[src/rtl/des_pkg.sv]
// Shared DES key-schedule constants: permutation tables, shift schedule, FSM states.
package des_pkg;

  localparam int unsigned KeyW    = 64;
  localparam int unsigned HalfW   = 28;
  localparam int unsigned CdW     = 56;
  localparam int unsigned SubkeyW = 48;
  localparam int unsigned RoundW  = 4;

  typedef enum logic [0:0] {StIdle, StRun} state_e;

  // Entries are DES bit numbers (1 = MSB) of the source vector.
  localparam int unsigned PC1 [CdW] = '{
    57, 49, 41, 33, 25, 17,  9,  1, 58, 50, 42, 34, 26, 18,
    10,  2, 59, 51, 43, 35, 27, 19, 11,  3, 60, 52, 44, 36,
    63, 55, 47, 39, 31, 23, 15,  7, 62, 54, 46, 38, 30, 22,
    14,  6, 61, 53, 45, 37, 29, 21, 13,  5, 28, 20, 12,  4
  };

  localparam int unsigned PC2 [SubkeyW] = '{
    14, 17, 11, 24,  1,  5,  3, 28, 15,  6, 21, 10,
    23, 19, 12,  4, 26,  8, 16,  7, 27, 20, 13,  2,
    41, 52, 31, 37, 47, 55, 30, 40, 51, 45, 33, 48,
    44, 49, 39, 56, 34, 53, 46, 42, 50, 36, 29, 32
  };

  // Per-round left-rotation amount, indexed by DES round number.
  localparam int unsigned SHIFTS [1:16] = '{1, 1, 2, 2, 2, 2, 2, 2, 1, 2, 2, 2, 2, 2, 2, 1};

  // Rotate a 28-bit half left by 1 or 2.
  function automatic logic [HalfW-1:0] rotl(input logic [HalfW-1:0] x, input int unsigned n);
    return (n == 2) ? {x[HalfW-3:0], x[HalfW-1:HalfW-2]} : {x[HalfW-2:0], x[HalfW-1]};
  endfunction

  // Rotate a 28-bit half right by 1 or 2.
  function automatic logic [HalfW-1:0] rotr(input logic [HalfW-1:0] x, input int unsigned n);
    return (n == 2) ? {x[1:0], x[HalfW-1:2]} : {x[0], x[HalfW-1:1]};
  endfunction

endpackage

[src/rtl/des_key_schedule_if.sv]
// Key-in and subkey-out handshakes of the DES key schedule.
interface des_key_schedule_if;
  import des_pkg::*;

  logic                 key_valid;
  logic                 key_ready;
  logic [KeyW-1:0]      key;
  logic                 decrypt;
  logic                 sk_valid;
  logic                 sk_ready;
  logic [SubkeyW-1:0]   subkey;
  logic [RoundW-1:0]    sk_round;
  logic                 sk_last;
  logic                 parity_err;

  modport master (
    output key_valid, key, decrypt, sk_ready,
    input  key_ready, sk_valid, subkey, sk_round, sk_last, parity_err
  );

  modport slave (
    input  key_valid, key, decrypt, sk_ready,
    output key_ready, sk_valid, subkey, sk_round, sk_last, parity_err
  );

endinterface

[src/rtl/des_pc2.sv]
// Combinational DES PC-2: 56-bit C||D to 48-bit round subkey.
module des_pc2
  import des_pkg::*;
(
  input  logic [CdW-1:0]     cd_i,
  output logic [SubkeyW-1:0] subkey_o
);

  // Table bit p (1 = MSB) lives at vector index width - p.
  always_comb begin
    subkey_o = '0;
    for (int j = 0; j < SubkeyW; j++) begin
      subkey_o[SubkeyW-1-j] = cd_i[CdW-PC2[j]];
    end
  end

endmodule

[src/rtl/des_key_schedule.sv]
// Sequential DES key schedule: accepts a key, streams 16 subkeys in encrypt or decrypt order.
module des_key_schedule
  import des_pkg::*;
#(
  parameter bit CHECK_PARITY = 1'b1
) (
  input logic               clk,
  input logic               rst,
  des_key_schedule_if.slave bus
);

  state_e              state_q, state_d;
  logic [HalfW-1:0]    c_q, c_d, d_q, d_d;
  logic [RoundW-1:0]   round_q, round_d;
  logic                dec_q, dec_d;
  logic                perr_q, perr_d;

  logic [CdW-1:0]      pc1;
  logic [SubkeyW-1:0]  pc2_out;
  logic                key_par_err;
  logic                key_ready, sk_valid, last, accept, advance;

  // PC-1: drop parity bits and split the key into C0||D0.
  always_comb begin
    pc1 = '0;
    for (int j = 0; j < CdW; j++) begin
      pc1[CdW-1-j] = bus.key[KeyW-PC1[j]];
    end
  end

  // Flag any key byte with even parity.
  always_comb begin
    key_par_err = 1'b0;
    for (int b = 0; b < 8; b++) begin
      if (!(^bus.key[8*b +: 8])) key_par_err = 1'b1;
    end
    if (!CHECK_PARITY) key_par_err = 1'b0;
  end

  des_pc2 u_pc2 (
    .cd_i     ({c_q, d_q}),
    .subkey_o (pc2_out)
  );

  // Handshake qualifiers; outputs are forced quiet while reset is held.
  always_comb begin
    key_ready = (state_q == StIdle) && !rst;
    sk_valid  = (state_q == StRun) && !rst;
    last      = dec_q ? (round_q == '0) : (round_q == RoundW'(15));
    accept    = bus.key_valid && key_ready;
    advance   = sk_valid && bus.sk_ready;
  end

  // Drive the interface outputs from registered state.
  always_comb begin
    bus.key_ready  = key_ready;
    bus.sk_valid   = sk_valid;
    bus.sk_last    = sk_valid && last;
    bus.subkey     = rst ? '0 : pc2_out;
    bus.sk_round   = rst ? '0 : round_q;
    bus.parity_err = rst ? 1'b0 : perr_q;
  end

  // Next-state: load on accept, rotate one round per transfer.
  always_comb begin
    state_d = state_q;
    c_d     = c_q;
    d_d     = d_q;
    round_d = round_q;
    dec_d   = dec_q;
    perr_d  = perr_q;
    unique case (state_q)
      StIdle: begin
        if (accept) begin
          state_d = StRun;
          dec_d   = bus.decrypt;
          perr_d  = key_par_err;
          if (bus.decrypt) begin
            // C16/D16 equal C0/D0 since the shifts total 28.
            c_d     = pc1[CdW-1:HalfW];
            d_d     = pc1[HalfW-1:0];
            round_d = RoundW'(15);
          end else begin
            c_d     = rotl(pc1[CdW-1:HalfW], 1);
            d_d     = rotl(pc1[HalfW-1:0], 1);
            round_d = '0;
          end
        end
      end
      StRun: begin
        if (advance) begin
          if (last) begin
            state_d = StIdle;
          end else if (dec_q) begin
            c_d     = rotr(c_q, SHIFTS[{1'b0, round_q} + 5'd1]);
            d_d     = rotr(d_q, SHIFTS[{1'b0, round_q} + 5'd1]);
            round_d = round_q - RoundW'(1);
          end else begin
            c_d     = rotl(c_q, SHIFTS[{1'b0, round_q} + 5'd2]);
            d_d     = rotl(d_q, SHIFTS[{1'b0, round_q} + 5'd2]);
            round_d = round_q + RoundW'(1);
          end
        end
      end
      default: state_d = StIdle;
    endcase
  end

  // State registers with synchronous reset.
  always_ff @(posedge clk) begin
    if (rst) begin
      state_q <= StIdle;
      c_q     <= '0;
      d_q     <= '0;
      round_q <= '0;
      dec_q   <= 1'b0;
      perr_q  <= 1'b0;
    end else begin
      state_q <= state_d;
      c_q     <= c_d;
      d_q     <= d_d;
      round_q <= round_d;
      dec_q   <= dec_d;
      perr_q  <= perr_d;
    end
  end

endmodule

[src/flat_wrapper.sv]
// flat-port wrapper written by rule: the top's interface ports become plain ports
module des_key_schedule_flat import des_pkg::*;
#(
  parameter bit CHECK_PARITY = 1'b1
)
  (clk, rst, bus_key_valid, bus_key, bus_decrypt, bus_sk_ready, bus_key_ready, bus_sk_valid, bus_subkey, bus_sk_round, bus_sk_last, bus_parity_err);
  des_key_schedule_if bus_i ();
  input logic clk;
  input logic rst;
  input wire logic [$bits(bus_i.key_valid)-1:0] bus_key_valid;
  input wire logic [$bits(bus_i.key)-1:0] bus_key;
  input wire logic [$bits(bus_i.decrypt)-1:0] bus_decrypt;
  input wire logic [$bits(bus_i.sk_ready)-1:0] bus_sk_ready;
  output wire logic [$bits(bus_i.key_ready)-1:0] bus_key_ready;
  output wire logic [$bits(bus_i.sk_valid)-1:0] bus_sk_valid;
  output wire logic [$bits(bus_i.subkey)-1:0] bus_subkey;
  output wire logic [$bits(bus_i.sk_round)-1:0] bus_sk_round;
  output wire logic [$bits(bus_i.sk_last)-1:0] bus_sk_last;
  output wire logic [$bits(bus_i.parity_err)-1:0] bus_parity_err;
  assign bus_i.key_valid = bus_key_valid;
  assign bus_i.key = bus_key;
  assign bus_i.decrypt = bus_decrypt;
  assign bus_i.sk_ready = bus_sk_ready;
  assign bus_key_ready = bus_i.key_ready;
  assign bus_sk_valid = bus_i.sk_valid;
  assign bus_subkey = bus_i.subkey;
  assign bus_sk_round = bus_i.sk_round;
  assign bus_sk_last = bus_i.sk_last;
  assign bus_parity_err = bus_i.parity_err;
  des_key_schedule #(.CHECK_PARITY(CHECK_PARITY)) u_core (.clk(clk), .rst(rst), .bus(bus_i));
endmodule
[config.mk]
export PLATFORM = sky130hd
export DESIGN_NAME = des_key_schedule_flat
export DESIGN_NICKNAME = d
export VERILOG_FILES = /design/src/rtl/des_pkg.sv /design/src/rtl/des_key_schedule_if.sv /design/src/rtl/des_pc2.sv /design/src/rtl/des_key_schedule.sv /design/src/flat_wrapper.sv
export SDC_FILE = /design/constraint.sdc
export NUM_CORES = 1
export LEC_CHECK = 0
export ABC_AREA = 0
export CORE_ASPECT_RATIO = 1.5
export CORE_UTILIZATION = 40
export CTS_CLUSTER_DIAMETER = 40
export DETAILED_ROUTE_END_ITERATION = 12
export DONT_BUFFER_PORTS = 1
export MAX_ROUTING_LAYER = met4
export RECOVER_POWER = 25
export SLEW_MARGIN = 40
export SYNTH_ARGS = -nofsm -noshare
export SYNTH_HDL_FRONTEND = slang
export SYNTH_SLANG_ARGS = --single-unit
[constraint.sdc]
create_clock -name clk -period 2.6 [get_ports clk]
set_input_delay 0.52 -clock clk [delete_from_list [all_inputs] [get_ports clk]]
set_output_delay 0.52 -clock clk [all_outputs]
set_load 0.01 [all_outputs]
==> impl_metrics.json <==
{
  "powerDensity_nw_per_um2": 552,
  "r2r-start": "u_core.round_q[1]$_SDFFE_PP0P_",
  "dieArea_um2": 16200,
  "finalHoldViolations": 0,
  "io_buffers": 0,
  "die_w_um": 104,
  "crit_slowest_cell": "a21oi_4",
  "drt-initial-drc-count": 267,
  "synth_top_area_share_pct": 20.1,
  "nets": 781,
  "post-route-min-period_ps": 2450,
  "wl_per_cell_um": 21.0,
  "cts_sinks": 63,
  "setup-violations-final": 0,
  "yosysSeqAreaShare_pct": 20.1,
  "required_ps": 2790,
  "antenna_found_initial": 0,
  "yosysTopAreaCell": "dfxtp_1",
  "fin_hold_ws_ps": 250,
  "synth_warnings": 0,
  "antenna_cells": 0,
  "vias": 5603,
  "syn_to_final_growth_pct": 7.43,
  "synth.cell_area_um2": 6260,
  "first_global_vias": 5408,
  "clk-insertion-delay-late_ps": 340,
  "synth_commonest_cells": "118 x nand2_1, 112 x mux2i_1, 67 x nor2_1",
  "final.period_utilization_pct": 94.2,
  "yosysUniqueCellTypes": 35,
  "cts_buffer_depth": 2,
  "syn_nets": 823,
  "outcome": "finished, final reports clean",
  "cts_hold_buf": 0,
  "rr_endpoint": "u_core.d_q[2]$_SDFFE_PP0P_",
  "nFillCells": 1523,
  "die_y_um": 155,
  "drive_gt1_share_pct": 12.3,
  "htreeDepth": 3,
  "grt_pass1_wl_um": 29900,
  "min_to": "u_core.c_q[16]$_SDFFE_PP0P_",
  "path_class": "reg2reg",
  "start_util_pct": 41.2,
  "cts_setup_buffers": 0,
  "cts.clk_slew.worst_paths_ps": 60,
  "critPathLaunchType": "flip-flop",
  "routed_via_density": 6.14,
  "ios": 125,
  "place_ws_ps": 184,
  "rsz0062_at_grt": "no",
  "first_pass_iters": 4,
  "worstPathMaxFanout": 23,
  "synth-edff-count": 0,
  "ys.flop_type": "dfxtp_1",
  "endpoint_kind": "flip-flop",
  "synth_area_leaders": "dfxtp_1 20%, mux2i_1 18%, a311oi_2 12%",
  "cts_resized": 0,
  "cts_buffers": 9,
  "final_antenna_net_count": 0,
  "hold_path_class": "in2reg",
  "rows": 55,
  "cts-root-buf": "clkbuf_16",
  "fmax_mhz": 408,
  "cts_tree": "built",
  "overflow": 0,
  "worst_slack_ps": 150,
  "slew_violations": 0,
  "core_region_area_um2": 15200,
  "hpwl_um": 13100,
  "slew_headroom_pct": 52.6,
  "hold_depth": 1,
  "grt_max_degree": 121,
  "max_stage_delay_ps": 400,
  "wl_um": 19100,
  "ys_ff_latch": 63,
  "ir_drop_mv": 0.303,
  "worstPathArrival_ps": 2640,
  "reg2reg_slack_ps": 150,
  "worstHoldStart": "rst",
  "synthCells": 750,
  "avgSynthCellArea_um2": 8.35,
  "tightest_slew_ps": 710,
  "fin_skew_ps": 6.57,
  "place.gp.congestion": 0.794,
  "maxCapViolations": 0,
  "rr_worst_depth": 9,
  "p_leak_uw": 0.00225,
  "crit_chain": "ha_1 > nor2_1 > a22o_1 > a21oi_4 > buf_8 > buf_12 > mux2i_1 > o22a_1 > a311oi_2",
  "postSynth.asyncResetShare_pct": 0,
  "synth.most_common_cell": "nand2_1",
  "drcViolationCount": 0,
  "grt_use_total_pct": 24.1
}
layer usage:
metal / GRT usage, % / share of wire (%) / vias up
li1: - / - / 2600
met1: 28.7 / 41 / 2767
met2: 39.6 / 49 / 205
met3: 5.36 / 6.8 / 31
met4: 8.98 / 2.7 / 0
met5: - / 0 / -
report_power, final:
group | internal [µW] | total [µW] | switching, µW | leakage, µW
sequential | 1050 | 1170 | 127 | 0.000519
combinational | 588 | 1260 | 671 | 0.00158
clock | 818 | 1280 | 462 | 0.000156
total | 2450 | 3710 | 1260 | 0.00225
cells by family (layout without fill, tap and decap cells):
| group | Yosys count | after routing | share of synthesized area, % |
|---|---|---|---|
| AOI/OAI and AO/OA | 186 | 186 | 29.2 |
| xor gates and xnor gates | 59 | 59 | 8.25 |
| adders and majority gates | 4 | 4 | 0.919 |
| buffers and inverters | 75 | 38 | 5.83 |
| DFF | 63 | 63 | 20.1 |
| muxes | 112 | 112 | 17.9 |
| and+or+nand+nor | 251 | 251 | 17.7 |
cells in the final DEF (no fill, tap or decap), drive strengths merged:
cell and count:
a22o 1, o21bai 2, clkinv 2, or4b 1
a31oi 1, xnor2 53, dfxtp 63, ha 3
nand2 118, clkbuf 14, bufinv 1, mux2i 112
a21oi 6, inv 3, a21o 58, nor2b 55
o21ba 1, nor3 3, xor2 6, o22a 56
a2111oi 1, or3 1, o22ai 2, buf 18
a2bb2oi 1, nor2 67, nor4 1, a311oi 57
nand3b 2, and2 2, fa 1, nand4 1
registers in the layout, summed over array words and instances (netlist names):
name            cells
u_core.c_q         28
u_core.d_q         28
u_core.round_q      4
u_core.dec_q        1
u_core.perr_q       1
u_core.state_q      1
layout make-up:
type / instances / area (µm²) / share of cell area [%]
clock inverters: 3 / 40.0 / 0.595
inverters: 3 / 11.3 / 0.167
flip-flops and latches: 63 / 1260 / 18.7
multi-input cells: 612 / 4660 / 69.3
well taps: 199 / 249 / 3.70
repair buffers: 19 / 234 / 3.48
clock buffers: 13 / 270 / 4.02
worst max-delay path, delay by kind of cell (launching register included):
family                   cells  cell delay (ps)
flip-flops                   1              310
adder cells (fa/ha/maj)      1              290
AND/OR/NAND/NOR              1               40
buffers and inverters        2              460
AO/OA/AOI/OAI                4              900
multiplexers                 1              260
metrics by stage:
stage                     std cells  setup TNS, ps  total power, µW  instance area [µm²]  utilization, %
after global routing            912              0             3900                 6730            44.2
final                           912              0             3710                 6730            44.2
after floorplan                 750              0             2210                 6260               -
after CTS                       912              0             3730                 6730            44.3
after global placement          895           -306             2410                 6410            42.1
after detailed placement        896              0             2450                 6420            42.2
how the worst max path moves through the flow:
stage	from	to	slack, ps	cells past startpoint
6_report	u_core.round_q[1]$_SDFFE_PP0P_	u_core.d_q[2]$_SDFFE_PP0P_	150	9
5_1_grt	u_core.round_q[0]$_SDFFE_PP0P_	u_core.c_q[16]$_SDFFE_PP0P_	30	8
4_1_cts	u_core.round_q[1]$_SDFFE_PP0P_	u_core.d_q[2]$_SDFFE_PP0P_	160	9
3_5_place_dp	u_core.round_q[2]$_SDFFE_PP0P_	u_core.d_q[2]$_SDFFE_PP0P_	180	9
3_3_place_gp	u_core.round_q[1]$_SDFFE_PP0P_	u_core.d_q[16]$_SDFFE_PP0P_	-40	8
2_1_floorplan	u_core.round_q[2]$_SDFFE_PP0P_	u_core.c_q[27]$_SDFFE_PP0P_	550	9
No activity file was read; power rests on OpenSTA's default activity.
